`config.mk`:
```
export PLATFORM = sky130hd
export DESIGN_NAME = serial_adder_sub
export DESIGN_NICKNAME = d
export VERILOG_FILES = /design/src/rtl/serial_adder_sub.sv
export SDC_FILE = /design/constraint.sdc
export NUM_CORES = 1
export LEC_CHECK = 0
export CAP_MARGIN = 0
export CORE_MARGIN = 1.5
export CORE_UTILIZATION = 40
export CTS_CLUSTER_DIAMETER = 40
export DETAILED_ROUTE_END_ITERATION = 16
export DONT_BUFFER_PORTS = 1
export SLEW_MARGIN = 20
export SYNTH_ARGS = -nofsm -noshare
export SYNTH_HDL_FRONTEND = slang
export SYNTH_SLANG_ARGS = --single-unit
```
`constraint.sdc`:
```
create_clock -name clk -period 3.2 [get_ports clk]
set_clock_uncertainty 0.05 [all_clocks]
set_input_delay 0.16 -clock clk [delete_from_list [all_inputs] [get_ports clk]]
set_output_delay 0.16 -clock clk [all_outputs]
set_load 0.02 [all_outputs]
```
`src/rtl/serial_adder_sub.sv`:
```
// Multi-cycle adder/subtractor: walks WIDTH-bit operands CHUNK bits per clock
// through one shared ripple chain and a registered carry, with ready/valid on both sides.
module serial_adder_sub #(
   parameter int WIDTH = 8,
   parameter int CHUNK = 1
) (
   input  logic             clk,
   input  logic             rst_n,
   input  logic             in_valid,
   output logic             in_ready,
   input  logic [WIDTH-1:0] a,
   input  logic [WIDTH-1:0] b,
   input  logic             cin,
   input  logic             sub,
   output logic             out_valid,
   input  logic             out_ready,
   output logic [WIDTH-1:0] sum,
   output logic             cout,
   output logic             overflow
);

   localparam int STEPS  = WIDTH / CHUNK;
   localparam int STEP_W = (STEPS > 1) ? $clog2(STEPS) : 1;
   localparam logic [STEP_W-1:0] LAST_STEP = STEP_W'(STEPS - 1);

   generate
      if (WIDTH < 2 || CHUNK < 1 || (WIDTH % CHUNK) != 0) begin : g_param_check
         $error("serial_adder_sub: WIDTH must be >= 2 and an exact multiple of CHUNK");
      end
   endgenerate

   typedef enum logic [1:0] {
      IDLE,
      RUN,
      DONE
   } state_t;

   state_t            state_reg, state_next;
   logic [WIDTH-1:0]  a_reg, b_reg, res_reg, res_next, sum_reg;
   logic              carry_reg, cout_reg, overflow_reg;
   logic [STEP_W-1:0] step_reg;

   logic [CHUNK-1:0]  a_chunk, b_chunk, s_chunk;
   logic              carry_v, carry_msb_in, carry_out;
   logic              last_step;

   assign last_step = (step_reg == LAST_STEP);
   assign a_chunk   = a_reg[int'(step_reg) * CHUNK +: CHUNK];
   assign b_chunk   = b_reg[int'(step_reg) * CHUNK +: CHUNK];

   // Ripple chain for one chunk; the carry into its top bit feeds overflow on the final step.
   always_comb begin
      carry_v      = carry_reg;
      carry_msb_in = carry_reg;
      s_chunk      = '0;
      for (int i = 0; i < CHUNK; i++) begin
         carry_msb_in = carry_v;
         s_chunk[i]   = a_chunk[i] ^ b_chunk[i] ^ carry_v;
         carry_v      = (a_chunk[i] & b_chunk[i]) | (carry_v & (a_chunk[i] ^ b_chunk[i]));
      end
      carry_out = carry_v;
   end

   generate
      for (genvar gi = 0; gi < STEPS; gi++) begin : g_slot
         assign res_next[gi*CHUNK +: CHUNK] =
            (step_reg == STEP_W'(gi)) ? s_chunk : res_reg[gi*CHUNK +: CHUNK];
      end
   endgenerate

   always_ff @(posedge clk or negedge rst_n) begin
      if (!rst_n) begin
         state_reg <= IDLE;
      end else begin
         state_reg <= state_next;
      end
   end

   always_comb begin
      state_next = state_reg;
      in_ready   = 1'b0;
      out_valid  = 1'b0;
      case (state_reg)
         IDLE: begin
            in_ready = 1'b1;
            if (in_valid) state_next = RUN;
         end
         RUN: begin
            if (last_step) state_next = DONE;
         end
         DONE: begin
            out_valid = 1'b1;
            if (out_ready) state_next = IDLE;
         end
         default: state_next = IDLE;
      endcase
   end

   // Subtract is a + ~b + !cin, so the operand and carry are conditioned once at accept.
   always_ff @(posedge clk or negedge rst_n) begin
      if (!rst_n) begin
         a_reg        <= '0;
         b_reg        <= '0;
         res_reg      <= '0;
         carry_reg    <= 1'b0;
         step_reg     <= '0;
         sum_reg      <= '0;
         cout_reg     <= 1'b0;
         overflow_reg <= 1'b0;
      end else begin
         case (state_reg)
            IDLE: begin
               if (in_valid) begin
                  a_reg     <= a;
                  b_reg     <= sub ? ~b : b;
                  carry_reg <= sub ? ~cin : cin;
                  step_reg  <= '0;
                  res_reg   <= '0;
               end
            end
            RUN: begin
               res_reg   <= res_next;
               carry_reg <= carry_out;
               step_reg  <= step_reg + 1'b1;
               if (last_step) begin
                  sum_reg      <= res_next;
                  cout_reg     <= carry_out;
                  overflow_reg <= carry_msb_in ^ carry_out;
               end
            end
            default: ;
         endcase
      end
   end

   assign sum      = sum_reg;
   assign cout     = cout_reg;
   assign overflow = overflow_reg;

endmodule

```
Yosys cells after proc, flatten, opt, wreduce, memory -nomap -nowiden
Index checks and enable logic that the tools add are counted.
{ "classes": {"n_shift": 2, "bitwise_logic": 8, "eq_ne": 12, "addsub": 1, "reduce_logical": 7, "muxes": 22} }
{ "ops": {"columns": ["operator", "n"], "rows": [
  ["two-way mux 8 bit", 2],
  ["one-hot mux 8 bit (2 select lines)", 1],
  ["indexed part select 8 x 4 -> 1 bit", 2],
  ["equality test 3 bit, second input constant", 4],
  ["two-way mux 1 bit", 12],
  ["NOT 8 bit", 1],
  ["equality test 3 x 2 -> 1 bit, second input constant", 2],
  ["two-way mux 2 bit", 3],
  ["!= test 2 bit, second input constant", 3],
  ["one-hot mux 2 bit (3 select lines)", 1],
  ["one-hot mux 3 bit (2 select lines)", 1],
  ["AND reduction 2 bit", 3],
  ["adder 3 x 1 -> 3 bit, second input constant", 1],
  ["equality test 3 x 1 -> 1 bit, second input constant", 1],
  ["zero test 3 bit", 1],
  ["two-way mux 3 bit", 1],
  ["AND reduction 3 bit", 1],
  ["XOR 1 bit", 3],
  ["AND 1 bit", 2],
  ["equality test 2 x 1 -> 1 bit, second input constant", 1],
  ["equality test 2 bit, second input constant", 1],
  ["zero test 2 bit", 1],
  ["one-hot mux 1 bit (2 select lines)", 1],
  ["nonzero test 2 bit", 1],
  ["other kinds (2)", 2]
]} }
{ "totals": {"out_inout_bits": 12, "inputBits": 22, "ff_bits": 40} }

Depth between registers and ports, before layout
Gate-level depths: netlist of run 1.
{ "logic_depth": {"depth_word": 5, "ltp_mapped": 8, "depth_no_buf": 6} }

Worst setup path after synthesis of run 1
OpenSTA, ideal clock, no wires.
{ "synth_timing": {"kind": "register to register", "start": "register step_reg[0]", "end": "register res_reg[1]", "required_ns": 3.068, "setup_slack_ns": 0.869, "synth_period_minus_slack_ns": 2.331, "setup_time_ns": 0.082, "arrival_ns": 2.199, "path_buffers": 2, "stages_incl_launch_ff": 9, "cell_sequence": "dfrtp_1 > buf_2 > mux4_2 > nand2_1 > nand2_1 > fa_1 > clkbuf_1 > nand2_1 > o22ai_1"} }
{ "synth_via": {"elab_chain_cells": 5, "elab_cells_between_ends": 7, "classes_between": "eq/ne (1); shift (2); mux (2); bitwise (2)"} }
{ "synth_rtl": {"columns": ["item", "line_no", "text"], "rows": [
  ["start: declaration", "41", "logic [STEP_W-1:0] step_reg;"],
  ["start signal: assignment", "124", "step_reg <= step_reg + 1'b1;"],
  ["indexed part select 8 x 4 -> 1 bit, on equally long branches", "48, 49", null],
  ["XOR 1 bit (2 in series)", "58", "s_chunk[i] = a_chunk[i] ^ b_chunk[i] ^ carry_v;"],
  ["two-way mux 1 bit *", "67", "(step_reg == STEP_W'(gi)) ? s_chunk : res_reg[gi*CHUNK +: CHUNK];"],
  ["one-hot mux 8 bit (2 select lines) *", "111", "case (state_reg)"],
  ["end signal: assignment", "122", "res_reg <= res_next;"],
  ["end: declaration", "39", "logic [WIDTH-1:0] a_reg, b_reg, res_reg, res_next, sum_reg;"]
]} }
Mark *: on every way between the ends. The rest lies on a longest branch, timed or not.
A chain may end at the register's enable or synchronous reset.

Worst setup path in the final report of run 1
Same ends and word-level chain as after synthesis.

==> impl_metrics.yaml, run 1 <==
status:
  status: "finished clean"
final_layout:
  diodes: 0
  finalNonFillerCells: 248
  syn_to_final_growth_pct: 17.9
  drive_above_1_share_pct: 12.9
  utilization_pct: 48.6
  nets: 222
  final_area_um2: 2270
power_and_ir_drop:
  ir_worst_vdd_uv: 403
  netSwitchingFraction_pct: 39.2
  p_int_w: 0.00143
  p_switching_w: 0.000922
  p_leak_nw: 1.02
  power.density_nw_per_um2: 1040
  p_comb_share_pct: 40.8
  clock_power_share_pct: 18.0
  p_seq_share_pct: 41.2
drt:
  first_iter_violations: 50
  vias: 1271
  ant_nets: 0
  wire_per_inst_um: 14.1
  viasPerCell: 5.13
  drc: 0
  drtPass1Iterations: 4
  routed_wl_mm: 3.51
logic_synthesis:
  syn_inst: 175
  ys_seq_elements: 39
  ys_async_sr_fraction_pct: 100
  syn_avg_cell_area_um2: 11.0
  synth_edf_count: 0
  synthTopCellsByCount: "dfrtp_1, nand2_1, o21ai_0"
  yosys.cell_types.count: 29
  ys_seq_area_share_pct: 50.7
  yosysMostFrequentCell: "dfrtp_1"
  yosys.area.top_type: "dfrtp_1"
  syn_area_um2: 1920
  mappedNetlistNets: 204
  yosys_warnings: 0
  synthFlopType: "dfrtp_1"
  synth_top_area_share_pct: 50.7
  synth_area_leaders: "dfrtp_1, mux2_2, nand2_1"
critical_path:
  r2r_setup_slack_ns: 0.74
  end_kind: "flip-flop"
  path_max_fanout: 10
  required_ns: 3.36
  rr_worst_depth: 6
  crit_end: "res_reg[1]"
  crit_path_start: "step_reg[0]"
  r2r-start: "step_reg[0]"
  setup.worst_path.start_class: "flip-flop"
  crit_type: "flip-flop to flip-flop"
  reg2reg_to: "res_reg[1]"
  crit_arrival_ns: 2.62
floorplan:
  core_um2: 4660
  chipWidth_um: 72.3
  fp-row-count: 25
  die_area_um2: 5230
  ios: 34
  dieHeight_um: 72.3
  initial_core_util_pct: 41.3
clocking:
  cts_tree: "built"
  clk_latency_ns: 0.29
  cts.sinks: 39
  cts_max_level: 2
  cts.path.max_buffers: 2
  cts_root_buffer: "clkbuf_8"
  cts_made_buffers: 5
  cts.clk_slew.worst_paths_ns: 0.08
  postCtsSetupBuffers: 0
global_routing:
  grt_pass1_vias: 1391
  grt_pass1_wl_mm: 6.18
  grt_overflow: 0
  grt_usage_pct: 15.3
  antenna_found_initial: 0
  grt_max_degree: 40
timing:
  setup_viol: 0
  relSlewSlack_pct: 57.8
  post-route-min-period_ns: 2.46
  min_period_over_period_pct: 76.9
  maxSlewViolCount: 0
  fin_setup_tns_ns: 0
  fin_ws_ns: 0.738
  hold_violations: 0
  rsz0062_at_grt: "false"
  tightest_slew_ns: 0.630
  fmax_mhz: 406
placed_design:
  detailed_place.area_um2: 1930
  place_congestion: 0.808
  dp_cells: 219
  io_buffers: 0
  pre_cts_slack_ns: 0.731
  dpl.hpwl_mm: 2.50
min_path:
  min_path_type: "input port to flip-flop"
  worstHoldPathCells: 2
flow_run:
  drv_cap: 0
cell usage in the layout, fill, tap and decap left out:
master and n:
dfrtp_1 39, nand3b_1 1, nor2_1 10, buf_4 1
mux4_2 4, nand2_1 25, nor2b_1 1, clkbuf_8 6
ha_1 6, a21oi_1 11, clkinv_2 1, a222oi_1 1
o22ai_1 4, buf_12 1, xor2_1 1, a32o_1 1
mux2i_1 8, fa_1 1, nor3b_2 1, o21bai_2 1
or2b_1 1, nand2b_1 4, xnor2_1 9, o21bai_1 1
dlygate4sd3_1 20, mux2_2 9, o21ai_0 14, inv_1 10
bufinv_16 1, o31ai_1 1
cells by family (layout without fill, tap and decap cells):
group	count (synthesis)	in the layout	synth area share [%]
xor+xnor	10	10	4.55
buf+inv	21	40	5.53
compound gates	34	34	10.2
flops	39	39	50.7
mux	21	21	14.1
fa+ha+maj	7	7	4.94
simple gates	43	43	9.89
routing by layer:
metal  vias to the layer above  wire length [µm]  GRT usage [%]
li1                        620                 -              -
met1                       613              1550           18.7
met2                        31              1730           25.9
met3                         7               169           3.75
met4                         0                61           6.71
met5                         -                 0              0
area by class of cell:
| class | instances | area, µm² |
|---|---|---|
| fillers | 438 | 2390 |
| flip-flops and latches | 39 | 976 |
| multi-input cells | 115 | 841 |
| repair buffers | 22 | 228 |
| clock buffers | 6 | 82.6 |
| well taps | 54 | 67.6 |
| inverters | 10 | 37.5 |
| clock inverters | 2 | 35.0 |
power groups by stage:
stage | Sequential [W] | Combinational (W) | Clock [W]
after floorplan | 0.000891 | 0.000831 | 0
after global placement | 0.000969 | 0.000894 | 0
after detailed placement | 0.000984 | 0.000928 | 0
after CTS | 0.000973 | 0.000967 | 0.000432
after global routing | 0.00100 | 0.00108 | 0.000453
final | 0.000967 | 0.000958 | 0.000424
worst min path at each step:
stage / start / to / slack [ns]
finish: sub / b_reg[7] / 0.005
detailed placement: rst_n / sum[7] / -0.18
global route: b[5] / b_reg[5] / 0.02
CTS: sub / b_reg[7] / 0.0002
global placement: rst_n / sum[7] / -0.18
floorplan: rst_n / a_reg[0] / -0.19
critical path, cell delays in order (launching register included):
cell and delay, ns:
dfrtp_1 0.56, mux4_2 0.55, nand2_1 0.08, nand2_1 0.07, fa_1 0.71, nand2_1 0.15, o22ai_1 0.21
what timing repair did:
item,CTS,global route
resized for setup,0,0
hold endpoints to repair,54,0
hold buffers,21,0
per-stage QoR:
stage,hold slack (ns),power (W)
finish,0.00549,0.00235
detailed placement,-0.185,0.00191
CTS,0.000221,0.00237
global route,0.0153,0.00253
global placement,-0.185,0.00186
floorplan,-0.186,0.00172
No activity file was read; power rests on OpenSTA's default activity.
==> run 2, diff against run 1 <==
==> constraint.sdc (replaced) <==
create_clock -name clk -period 2.4 [get_ports clk]
set_clock_uncertainty 0.05 [all_clocks]
set_input_delay 0.12 -clock clk [delete_from_list [all_inputs] [get_ports clk]]
set_output_delay 0.12 -clock clk [all_outputs]
set_load 0.02 [all_outputs]
==> run 2 against run 1 <==
Compared with the run above: clock power shrank 3%; hold slack better by 0.11 ns; wire length grew 0.51%; first-iteration DRC count is 32% higher; fmax rose by 9.9%; count of clock-buffer cells in the layout increased by 1; critical path depth is the same; sequential share of layout area shrank 0.92 points; design area is 2.3% higher; utilization up 1.1 points; global-route usage is 0.30 points lower.
==> impl_metrics.yaml, run 2 (synthesis gave the netlist of run 1 again) <==
placed_design:
  place_congestion: 0.798
  io_buffers: 0
  dp_cells: 221
  dpl.hpwl_mm: 2.44
final_layout:
  diodes: 0
  multi_input_area_um2: 843
  layout_commonest_cell: "dfrtp_1"
  mostFrequentLayoutCells: "dfrtp_1, dlygate4sd3_1, nand2_1"
  syn_to_final_growth_pct: 20.6
  nets: 231
  seq_area_um2: 977
  drive_above_1_share_pct: 13.3
  n_fill_cell: 411
  finalNonFillerCells: 257
power_and_ir_drop:
  p_seq_share_pct: 42.0
  p_leak_nw: 1.04
  p_comb_share_pct: 44.6
  netSwitchingFraction_pct: 40.2
  clock_power_share_pct: 13.4
  p_switching_w: 0.00123
  finalPower_w: 0.00305
  p_int_w: 0.00183
  power.density_nw_per_um2: 1320
  ir_worst_vdd_uv: 645
clocking:
  clk_latency_ns: 0.28
  cts.sinks: 39
  cts.clk_slew.worst_paths_ns: 0.07
  cts_tree: "built"
  postCtsSetupBuffers: 0
  cts_max_level: 2
  cts_made_buffers: 5
  cts_root_buffer: "clkbuf_8"
  cts.path.max_buffers: 2
floorplan:
  dieHeight_um: 72.3
  chipWidth_um: 72.3
  fp-row-count: 25
  ios: 34
  initial_core_util_pct: 41.3
  core_um2: 4660
  die_area_um2: 5230
status:
  status: "finished clean"
drt:
  ant_nets: 0
  drc: 0
  top_layer_used: "met4"
  wl_met3_um: 153
  wl_met1_mm: 1.57
  route.met2.wl_mm: 1.78
  first_iter_violations: 66
  routed_wl_mm: 3.53
  wire_per_inst_um: 13.7
  drtPass1Iterations: 4
  vias: 1313
  viasPerCell: 5.11
global_routing:
  grt_usage_pct: 15.0
  grt_pass1_vias: 1354
  grt_pass1_wl_mm: 6.03
  grt_overflow: 0
  grt_max_degree: 40
  antenna_found_initial: 0
timing:
  fmax_mhz: 446
  maxSlewViolCount: 0
  relSlewSlack_pct: 59.7
  rsz0062_at_grt: "false"
  hold_violations: 0
  min_period_over_period_pct: 93.4
  tightest_slew_ns: 0.603
  post-route-min-period_ns: 2.24
  setup_viol: 0
  fin_setup_tns_ns: 0
critical_path:
  crit_type: "flip-flop to flip-flop"
  setup.worst_path.start_class: "flip-flop"
  required_ns: 2.55
  path_max_fanout: 10
  crit_arrival_ns: 2.39
  end_kind: "flip-flop"
min_path:
  min_path_type: "input port to flip-flop"
flow_run:
  drv_cap: 0
## run 2: changes by cell type in the layout (fill, tap and decap cells not counted), sizes merged
cell	before	now
dlygate4sd3	20	27
buf	2	4
clkbuf	6	7
bufinv	1	0
## run 2: through the flow
stage | utilization [%] | hold WS, ns | instance area (µm²) | setup WS (ns)
CTS | 49.7 | 0.101 | 2320 | 0.0681
detailed placement | 41.7 | -0.225 | 1940 | -0.0242
global route | 49.8 | 0.146 | 2320 | 0.0412
finish | 49.8 | 0.112 | 2320 | 0.159
floorplan | - | -0.226 | 1920 | 0.0686
global placement | 41.7 | -0.224 | 1940 | 0.113
## run 2: routing by layer
metal	vias up	global-route usage (%)
met2	31	26.2
li1	644	-
met4	0	5.66
met5	-	0
met3	4	3.61
met1	634	18.0
## run 2: final timing paths
check / slack (ns) / end / cells after the start / from
worst max-delay path: 0.16 / res_reg[1] / 6 / step_reg[0]
worst min-delay path: 0.11 / res_reg[4] / 3 / in_valid
worst max register to register: 0.16 / res_reg[1] / 6 / step_reg[0]
worst min register to register: 0.45 / res_reg[6] / 2 / res_reg[6]
max in group asynchronous: 1.85 / step_reg[0] / 2 / rst_n
min in group asynchronous: 0.24 / state_reg[1] / 2 / rst_n
## run 2: cell type report
cell class | instances | area share, %
clock inverter | 1 | 0.216
multi-input combinational | 115 | 36.4
tap | 54 | 2.91
timing repair buffer | 31 | 13.5
sequential | 39 | 42.1
clock buffer | 7 | 3.29
inverter | 10 | 1.62
## run 2: worst max-delay path, stage by stage, from the launching register on
cell,delay [ns]
dfrtp_2,0.44
mux4_2,0.51
nand2_1,0.08
nand2_1,0.08
fa_2,0.67
nand2_1,0.13
o22ai_1,0.21
## run 2: power by group through the flow
stage                     Combinational, W  Clock, W  Sequential, W
after floorplan                    0.00111         0        0.00119
after global placement             0.00122         0        0.00128
after detailed placement           0.00129         0        0.00130
after CTS                          0.00138  0.000429        0.00128
after global routing               0.00153  0.000460        0.00133
final                              0.00136  0.000410        0.00128
## run 2: repair_timing
| action | in CTS | in global routing |
|---|---|---|
| resized for setup | 1 | 1 |
| endpoints found under the setup margin | 3 | 10 |
| hold buffers | 28 | 0 |
| cloned | 0 | 0 |
| endpoints found under the hold margin | 57 | 0 |
==> run 3, diff against run 2 <==
--- a/config.mk
+++ b/config.mk
@@ -6,12 +6,16 @@
 export NUM_CORES = 1
 export LEC_CHECK = 0
 export CAP_MARGIN = 0
+export CELL_PAD_IN_SITES_DETAIL_PLACEMENT = 1
+export CELL_PAD_IN_SITES_GLOBAL_PLACEMENT = 1
 export CORE_MARGIN = 1.5
 export CORE_UTILIZATION = 40
 export CTS_CLUSTER_DIAMETER = 40
 export DETAILED_ROUTE_END_ITERATION = 16
 export DONT_BUFFER_PORTS = 1
+export PLACE_DENSITY_LB_ADDON = 0.1
 export SLEW_MARGIN = 20
 export SYNTH_ARGS = -nofsm -noshare
 export SYNTH_HDL_FRONTEND = slang
 export SYNTH_SLANG_ARGS = --single-unit
+export TNS_END_PERCENT = 100
==> constraint.sdc (replaced) <==
create_clock -name clk -period 1.9 [get_ports clk]
set_clock_uncertainty 0.05 [all_clocks]
set_input_delay 0.095 -clock clk [delete_from_list [all_inputs] [get_ports clk]]
set_output_delay 0.095 -clock clk [all_outputs]
set_load 0.02 [all_outputs]
==> run 3 against run 2 <==
Compared with the run above: the run now ends with setup timing left; wire length rose by 17%; die area unchanged; sequential cell count is the same; non-clock buffer count is 10 higher; clock power rose by 24%; design area grew 5.5%; final cell count is 3.1% higher; fmax rose by 1.9%; combinational power increased by 91%.
==> impl_metrics.yaml, run 3 (synthesis gave the netlist of run 1 again) <==
timing:
  min_period_over_period_pct: 116
  setup_viol: 17
  relSlewSlack_pct: 72.7
  fin_ws_ns: -0.300
  maxSlewViolCount: 0
  hold_violations: 0
  fin_setup_tns_ns: -3.66
  post-route-min-period_ns: 2.20
  rsz0062_at_grt: "true"
  fmax_mhz: 454
  tightest_slew_ns: 0.409
power_and_ir_drop:
  p_comb_share_pct: 55.0
  p_switching_w: 0.00189
  p_int_w: 0.00284
  clock_power_share_pct: 10.8
  ir_worst_vdd_uv: 725
  netSwitchingFraction_pct: 40.0
  power.density_nw_per_um2: 1930
  p_leak_nw: 1.10
  p_seq_share_pct: 34.2
clocking:
  cts_max_level: 2
  cts.sinks: 39
  cts_made_buffers: 5
  cts_tree: "built"
  clk_latency_ns: 0.29
  cts.path.max_buffers: 2
  cts_root_buffer: "clkbuf_8"
  cts.clk_slew.worst_paths_ns: 0.07
critical_path:
  required_ns: 2.02
  r2r-start: "step_reg[0]"
  reg2reg_to: "sum[6]"
  end_kind: "flip-flop"
  crit_type: "flip-flop to flip-flop"
  setup.worst_path.start_class: "flip-flop"
  crit_arrival_ns: 2.32
  crit_end: "sum[6]"
  r2r_setup_slack_ns: -0.30
  rr_worst_depth: 7
  crit_path_start: "step_reg[0]"
  path_max_fanout: 6
final_layout:
  final_area_um2: 2450
  layout_commonest_cell: "dfrtp_1"
  n_fill_cell: 500
  drive_above_1_share_pct: 26.1
  diodes: 0
  syn_to_final_growth_pct: 27.3
  mostFrequentLayoutCells: "dfrtp_1, dlygate4sd3_1, nand2_1"
  nets: 241
min_path:
  hp-start: "in_valid"
  min_path_type: "input port to flip-flop"
global_routing:
  antenna_found_initial: 0
  grt_overflow: 0
  grt_pass1_vias: 1569
  use_met1_pct: 19.5
  grt_max_degree: 40
  use_met2_pct: 33.8
  use_met3_pct: 5.14
  grt_usage_pct: 18.1
  grt.busiest_layer: "met2"
  grt_pass1_wl_mm: 7.06
placed_design:
  io_buffers: 0
  detailed_place.area_um2: 2030
  dpl.hpwl_mm: 2.75
  place_congestion: 0.834
drt:
  routed_wl_mm: 4.12
  vias: 1372
  drc: 0
  wire_per_inst_um: 15.5
  drtPass1Iterations: 4
  viasPerCell: 5.18
  first_iter_violations: 48
  ant_nets: 0
flow_run:
  drv_cap: 0
floorplan:
  core_um2: 4660
  ios: 34
  die_area_um2: 5230
  fp-row-count: 25
  chipWidth_um: 72.3
  initial_core_util_pct: 41.3
  dieHeight_um: 72.3
status:
  status: "finished with violations"
  violations: "setup timing"
## run 3: cell types whose count changed in the layout (fill, tap and decap cells not counted), sizes merged
| cell | change |
|---|---|
| buf | +15 |
| dlygate4sd3 | -5 |
| clkbuf | -1 |
| clkinv | -1 |
## run 3: how the worst min path moves through the flow
stage,slack (ns),endpoint,cells past startpoint
CTS,0.08,res_reg[2],3
detailed placement,-0.25,sum[7],0
global route,0.09,res_reg[6],3
finish,0.08,res_reg[2],3
global placement,-0.25,sum[7],0
floorplan,-0.25,a_reg[0],0
## run 3: per-layer routing
layer	up-vias	wire length, µm
met2	27	2290
met1	679	1610
met3	6	153
li1	660	-
met4	0	62
met5	-	0
## run 3: power groups by stage
stage,clock (W),sequential [W],combinational (W)
global placement,0,0.00161,0.00178
floorplan,0,0.00150,0.00155
detailed placement,0,0.00163,0.00184
finish,0.000510,0.00162,0.00260
CTS,0.000538,0.00163,0.00231
global route,0.000570,0.00169,0.00290
## run 3: per-stage QoR
stage | power [W] | std cells | hold slack (ns) | util (%) | worst slack [ns]
6_report | 0.00473 | 265 | 0.0766 | 52.5 | -0.300
3_3_place_gp | 0.00339 | 232 | -0.250 | 43.5 | -0.404
3_5_place_dp | 0.00347 | 232 | -0.250 | 43.5 | -0.546
2_1_floorplan | 0.00305 | 175 | -0.251 | - | -0.221
5_1_grt | 0.00516 | 265 | 0.0937 | 52.5 | -0.418
4_1_cts | 0.00447 | 263 | 0.0794 | 51.3 | -0.296
## run 3: final cells by class
| cell class | count | area [µm²] | share of cell area [%] |
|---|---|---|---|
| inverter | 10 | 37.5 | 1.53 |
| multi-input combinational | 115 | 913 | 37.3 |
| sequential | 39 | 977 | 39.9 |
| clock buffer | 6 | 72.6 | 2.97 |
| tap | 54 | 67.6 | 2.76 |
| timing repair buffer | 41 | 379 | 15.5 |
## run 3: repair_timing
item / in CTS / in global routing
setup buffers: 2 / 2
hold endpoints to repair: 57 / 0
endpoints found under the setup margin: 18 / 18
hold buffers: 23 / 0
resized for setup: 14 / 13
pin swaps: 6 / 3
## run 3: critical path, cell delays in order, from the launching register on
cell	delay (ns)
dfrtp_2	0.44
mux4_2	0.53
nand2_2	0.08
nand2_2	0.06
fa_2	0.50
buf_4	0.17
mux2i_2	0.16
o21ai_1	0.09
